File: src/rtl/x_input_loader.sv
// Row-major loader for the X operand matrix: accepts a stream of elements
// while the controller holds input_load_en, then flags the matrix complete.
module x_input_loader #(
  parameter int DATA_W = 8,
  parameter int ROWS   = 8,
  parameter int COLS   = 4
) (
  input  logic              clk,
  input  logic              rst,
  input  logic              input_load_en,
  input  logic              in_valid,
  input  logic [DATA_W-1:0] in_data,
  output logic              in_ready,
  output logic              xload_done,
  input  logic [2:0]        rd_row,
  input  logic [1:0]        rd_col,
  output logic [DATA_W-1:0] rd_data,
  output logic [5:0]        load_count
);

  localparam int TOTAL = ROWS * COLS;
  localparam int AW    = (TOTAL > 1) ? $clog2(TOTAL) : 1;

  typedef enum logic [1:0] {
    IDLE = 2'd0,
    LOAD = 2'd1,
    FULL = 2'd2
  } state_e;

  state_e            state_q, state_d;
  logic [5:0]        count_q, count_d;
  logic              ready_q, done_q;
  logic              accept;
  logic [AW-1:0]     wr_idx;
  logic [AW-1:0]     rd_idx;
  logic              rd_ok;
  logic [DATA_W-1:0] mem_q [TOTAL];

  // NOTE: every signal assigned in always_comb gets a default first, so no
  // path through the case statement can leave it unassigned and infer a latch.
  always_comb begin
    state_d = state_q;
    count_d = count_q;
    accept  = 1'b0;
    case (state_q)
      IDLE: begin
        if (input_load_en) begin
          state_d = LOAD;
          count_d = '0;
        end
      end
      LOAD: begin
        if (!input_load_en) begin
          // Abort: drop the partial load, keep whatever was already written.
          state_d = IDLE;
          count_d = '0;
        end else if (in_valid) begin
          accept  = 1'b1;
          count_d = (count_q == 6'(TOTAL)) ? count_q : count_q + 6'd1;
          if (count_q == 6'(TOTAL - 1)) state_d = FULL;
        end
      end
      FULL: begin
        if (!input_load_en) state_d = IDLE;
      end
      default: state_d = IDLE;
    endcase
  end

  // NOTE: state registers use non-blocking assignments so every flop samples
  // pre-edge values, independent of statement order.
  always_ff @(posedge clk or negedge rst) begin
    if (!rst) begin
      state_q <= IDLE;
      count_q <= '0;
      ready_q <= 1'b0;
      done_q  <= 1'b0;
    end else begin
      state_q <= state_d;
      count_q <= count_d;
      ready_q <= (state_d == LOAD);
      done_q  <= (state_d == FULL);
    end
  end

  assign wr_idx = AW'(count_q);

  // NOTE: the buffer is reset explicitly because reset must read back as all
  // zeros; this costs a reset net per bit and rules out a RAM macro.
  always_ff @(posedge clk or negedge rst) begin
    if (!rst) begin
      for (int i = 0; i < TOTAL; i++) mem_q[i] <= '0;
    end else if (accept) begin
      mem_q[wr_idx] <= in_data;
    end
  end

  assign rd_ok   = (int'(rd_row) < ROWS) && (int'(rd_col) < COLS);
  assign rd_idx  = AW'(int'(rd_row) * COLS + int'(rd_col));
  assign rd_data = rd_ok ? mem_q[rd_idx] : '0;

  assign in_ready   = ready_q;
  assign xload_done = done_q;
  assign load_count = count_q;

endmodule

File: config.mk
export PLATFORM = sky130hd
export DESIGN_NAME = x_input_loader
export DESIGN_NICKNAME = d
export VERILOG_FILES = /design/src/rtl/x_input_loader.sv
export SDC_FILE = /design/constraint.sdc
export NUM_CORES = 1
export LEC_CHECK = 0
export BUFFER_PORTS_ARGS = -buffer_cell sky130_fd_sc_hd__buf_4
export CAP_MARGIN = 40
export CORE_MARGIN = 3
export CORE_UTILIZATION = 57
export CTS_CLUSTER_DIAMETER = 40
export DETAILED_ROUTE_END_ITERATION = 10
export PLACE_DENSITY = 0.79
export SLEW_MARGIN = 25
export SYNTH_ARGS = -nofsm -noshare
export SYNTH_HDL_FRONTEND = slang
export SYNTH_SLANG_ARGS = --single-unit
File: constraint.sdc
create_clock -name clk -period 2.8 [get_ports clk]
set_input_delay 0.28 -clock clk [delete_from_list [all_inputs] [get_ports clk]]
set_output_delay 0.28 -clock clk [all_outputs]
set_load 0.05 [all_outputs]
# Word-level counts from Yosys, hierarchy flattened
# Cells that the tools add are included.
op_classes:
  n_addsub: 2
  n_mux: 20
  n_reduce_logical: 4
  n_lt_le_gt_ge: 3
  eq_ne: 9
  bitwise: 2
op_table:
  columns: ["op", "count"]
  rows:
  - ["256-bit bitwise mux", 1]
  - ["8-bit binary-select mux with 5-bit select", 1]
  - ["8-bit demux with 5-bit select", 1]
  - ["6-bit two-way mux", 4]
  - ["8-bit two-way mux", 3]
  - ["6-bit greater-or-equal comparator, second input constant", 2]
  - ["5-bit NOT with 6-bit output", 2]
  - ["6-bit one-hot mux with 2 select lines", 1]
  - ["2-bit two-way mux", 5]
  - ["6-bit by 1-bit adder with 6-bit output, second input constant", 1]
  - ["6-bit by 5-bit equality test with 1-bit output, second input constant", 1]
  - ["6-bit equality test, second input constant", 1]
  - ["6-bit by 1-bit < comparator with 1-bit output, second input constant", 1]
  - ["3-bit != test, second input constant", 2]
  - ["2-bit one-hot mux with 3 select lines", 1]
  - ["5-bit by 2-bit adder with 5-bit output", 1]
  - ["2-bit by 1-bit equality test with 1-bit output, second input constant", 2]
  - ["2-bit equality test, second input constant", 2]
  - ["4-bit AND reduction", 1]
  - ["1-bit two-way mux", 3]
  - ["2-bit logical NOT", 1]
  - ["2-bit != test, second input constant", 1]
  - ["2-bit nonzero test", 1]
  - ["1-bit logical AND", 1]
word_totals:
  out_inout_bits: 16
  regBits: 266
  wordCells: 76
  input_bits: 17

# Logic depth before layout (Yosys ltp)
depth:
  ltp_word: 6
  mapped_depth: 7
  ltp_nobuf: 6

# Worst setup path before layout
# Ideal clock, no wire load.
synth_timing:
  kind: "reg2reg"
  startpoint: "register count_q[0], in the netlist load_count[0]"
  endpoint: "register mem_q[192] (netlist bit)"
  period_less_slack_ns: 2.501
  t_arrival_ns: 2.376
  setup_ns: 0.125
  path_buffers: 1
  slack_ns: 0.299
  required_time_ns: 2.675
  path_stages_with_launch: 7
  cell_sequence: "dfrtp_1 > ha_1 > nand2_1 > or3_1 > buf_2 > nor4b_4 > mux2_2"
synth_between:
  elab_chain_cells: 6
  word_cells_on_any_way: 7
  classes_between: "2 x order compare; 3 x mux; 1 x bitwise; 1 x reduce/logical"
synth_lines:
  columns: ["element", "line_no", "source"]
  rows:
  - ["start, declared", "31", "logic [5:0] count_q, count_d;"]
  - ["start signal, assigned", "80", "count_q <= count_d;"]
  - ["5-bit NOT with 6-bit output (not written as such) (*)", "94", "mem_q[wr_idx] <= in_data;"]
  - ["6-bit greater-or-equal comparator (not written as such) or 6-bit by 1-bit < comparator with 1-bit output (tied branches)", "94", null]
  - ["1-bit logical AND (not written as such)", "94", null]
  - ["8-bit two-way mux (not written as such)", "94", null]
  - ["8-bit demux with 5-bit select (*)", "94", null]
  - ["256-bit bitwise mux (*)", "94", null]
  - ["end signal, assigned by index", "94", null]
  - ["end, declared", "37", "logic [DATA_W-1:0] mem_q [TOTAL];"]
# Mark *: on every way between the ends. The rest lies on a longest branch, timed or not.
# A chain may end at the register's enable or synchronous reset.

# Final worst setup path
layout_timing:
  startpoint: "register mem_q[152] (netlist bit)"
  endpoint: "output rd_data[0]"
layout_between:
  elab_chain_cells: 3
layout_lines:
  columns: ["element", "line_no", "source"]
  rows:
  - ["8-bit binary-select mux with 5-bit select", "100", "assign rd_data = rd_ok ? mem_q[rd_idx] : '0;"]
  - ["8-bit two-way mux (not written as such) (2 in series)", "100", null]
  - ["end, declared", "17", "output logic [DATA_W-1:0] rd_data,"]
# No other way between the ends. The select of a mux whose other input is x is not followed.

==> metrics.txt <==
outcome=completed; Top delay family on crit path=multiplexers; Longest Clk Path Bufs=3; area of the multi-input gates=5311 sq um; drt first pass iters=5; CP endpoint kind=primary output; crit path kind=flop to primary output; GRT Overall Usage=0.2501; Power Dens Cells=643.2 nW/um^2; FILL cells=1,342; final WL=28.25 mm; Max Clock Freq=364.8 MHz; Max transition margin=0.5514; DR vias/cell=6.382; initial DRC count=450; Critical Path AT=2460 ps; Synth cell types=35; Slew Limit Fails=0; ys async rst share=1.000; Sequential Area=6656 sq um; sequential power share=0.441; sw power=2007 uW; synthesis-to-layout area growth=14.62%; CP required=2520 ps; CP max FO=2; Lkg Pwr=0.006813 uW; Initial Utilization=0.5930; Die Width=152.5 um; WHS Path Cells=2; NumNets Final=812; slowest stage delay, CP=530 ps; Post-Synthesis Cell Area=12,230 sq um; combinational share of power=0.055; Final HPWL DP=17.93 mm; Synth Instances=759; min cycle time layout=2741 ps; ys flop type=dfrtp_1; Slowest-stage cell, CP=mux4_2; initial antenna violation count=0; Synth area leaders=dfrtp_1, mux2_2, mux4_2; CP Depth=4; drt wl/cell=25.99 um; # setup viols final=0; internal power=7009 uW; met3 usage=0.06277; Final ANT Viol Nets=0; fraction of layout cells with a size suffix above 1=0.5606; Syn Area/Cell=16.11 sq um; first-pass GRT wire length=45.26 mm; Most Used Layer, Global Route=met2; n_diodes=0; clock latency on the worst-skew pair=510 ps; Synth area leader=dfrtp_1; Die Ht=152.5 um; unrepaired setup endpoints after global routing=no; r2r setup slk=420 ps; Synth Warn #=0; largest net degree at the start of global routing=82; # DRC=0; Hold Violations, Final=0; Commonest cells post-synth=dfrtp_1, mux2_2, mux4_2, clkbuf_1, nand2_1; H-tree depth=2; Clock Tree Root=clkbuf_16; routability cong.=0.8026; final core utilization=0.6797; met2 Use GR=0.4014; worst vdd ir=0.0005206 V; Yosys reg bits=266; R2R depth=6; M1 GR Usage=0.3329; io pins=33; Die Footprint=23,250 sq um; most frequent CP cell=mux4_2; cts bufs inserted=35; Fin Setup TNS=0 ps; Worst Tran Pin Value=673.0 ps; TritonCTS clock tree=yes; max_cap viols=0; clk_skew=16.31 ps; worst hold path type=input port to flop; Mapped Nets=780; detailed-route via count=6,937; Yosys top cell area share=0.5442; CORE AREA=20,620 sq um; vias in the first global route=7,756; count leader, synth=dfrtp_1; number of flops mapped to enable cells by yosys=0; Overflow after GRT=0; crit-path cells=mux4_2 > mux4_2 > mux2_2 > buf_4; crit path buf inv count=1; sequential element share of the synthesized area=0.5442; Num Clock Sinks=266; switching share of power=0.2226; port buffer count=32; period utilization=0.9790; startpoint types=flop; clock share of power=0.505; Reg clk slew, reported paths=60 ps; FP Rows=52
-- final cells by class --
class	count	share of cell area
Sequential cell	266	0.4748
Multi-Input combinational cell	432	0.3789
Clock buffer	47	0.07078
Timing Repair Buffer	53	0.03534
Tap cell	270	0.02410
Clock inverter	16	0.01526
Inverter	3	0.0008033
-- worst reg2reg max path: cells and delay by family, from the launching register on --
family | cells | cell delay [ps]
flip-flops | 1 | 470
adder cells (fa/ha/maj) | 1 | 250
multiplexers | 1 | 360
buffers and inverters | 1 | 240
AND/OR/NAND/NOR | 3 | 950
-- logic make-up (layout without fill, tap and decap cells) --
kind of cell / Yosys count / count (layout) / share of synthesized area
AO/OA/AOI/OAI: 13 / 13 / 0.006241
adder cells (fa/ha/maj): 4 / 4 / 0.004092
AND/OR/NAND/NOR: 67 / 67 / 0.02987
flip-flops: 266 / 266 / 0.5442
buffers and inverters: 61 / 119 / 0.02179
multiplexers: 348 / 348 / 0.3938
-- power groups by stage --
stage               clock network (uW)  logic, uW  registers (uW)
floorplan                            0        287            4030
global placement                     0        475            4030
detailed placement                   0        497            4040
CTS                               4600        502            3970
global route                      4780        539            3980
finish                            4550        495            3970
-- per-layer routing --
metal  wire length [um]  vias to the layer above  part of all wire
li1                   -                     2914                 -
met3               1824                       73             0.065
met5                  0                        -                 0
met2              13800                      213              0.49
met4               1045                        0             0.037
met1              11580                     3737              0.41
-- flip-flops by register name (all words and copies together), names as in the netlist --
signal / count
xload_done: 1
state_q: 2
load_count: 6
in_ready: 1
mem_q: 256
-- placed cells by master (no fill, tap or decap), types with 3 or more instances in the layout --
cell / Yosys / routed
and2_1: 5 / 5
buf_12: 0 / 7
buf_4: 6 / 44
bufinv_16: 0 / 4
clkbuf_1: 39 / 6
clkbuf_16: 0 / 36
clkbuf_8: 0 / 5
clkinv_2: 0 / 4
clkinvlp_4: 0 / 3
dfrtp_1: 266 / 266
ha_1: 4 / 4
inv_1: 3 / 3
mux2_2: 265 / 264
mux2i_1: 3 / 3
mux4_2: 80 / 80
nand2_1: 32 / 32
nor2_1: 3 / 3
nor2b_1: 5 / 5
nor3b_1: 5 / 5
o21ai_0: 7 / 7
-- through the flow --
| step | hold slack (ps) | cell area [sq um] | worst slack, ps | total power, uW | std cells |
|---|---|---|---|---|---|
| after global placement | 299.6 | 12800 | 189.7 | 4504 | 1023 |
| after global routing | 55.15 | 14020 | 3.599 | 9304 | 1087 |
| after CTS | 33.48 | 14010 | 22.33 | 9079 | 1087 |
| after floorplan | -15.59 | 12230 | 298.9 | 4317 | 759 |
| after detailed placement | 331.0 | 12800 | 183.0 | 4536 | 1023 |
| final | 47.81 | 14020 | 58.72 | 9017 | 1087 |
-- path summary, 6_finish.rpt --
check                              start          to
max reg2reg                load_count[0]  mem_q[194]
min in group asynchronous            rst  mem_q[159]
min                        input_load_en  state_q[1]
min reg2reg                     mem_q[8]    mem_q[8]
max in group asynchronous            rst  mem_q[104]
max                           mem_q[152]  rd_data[0]
-- repair_timing --
item                       4_1_cts  5_1_grt
hold endpoints to repair        78        0
setup endpoints to repair        0        1
buffers inserted                 0        0
hold buffers                     1        0
resized for setup                0        1
No activity file was read; power rests on OpenSTA's default activity.
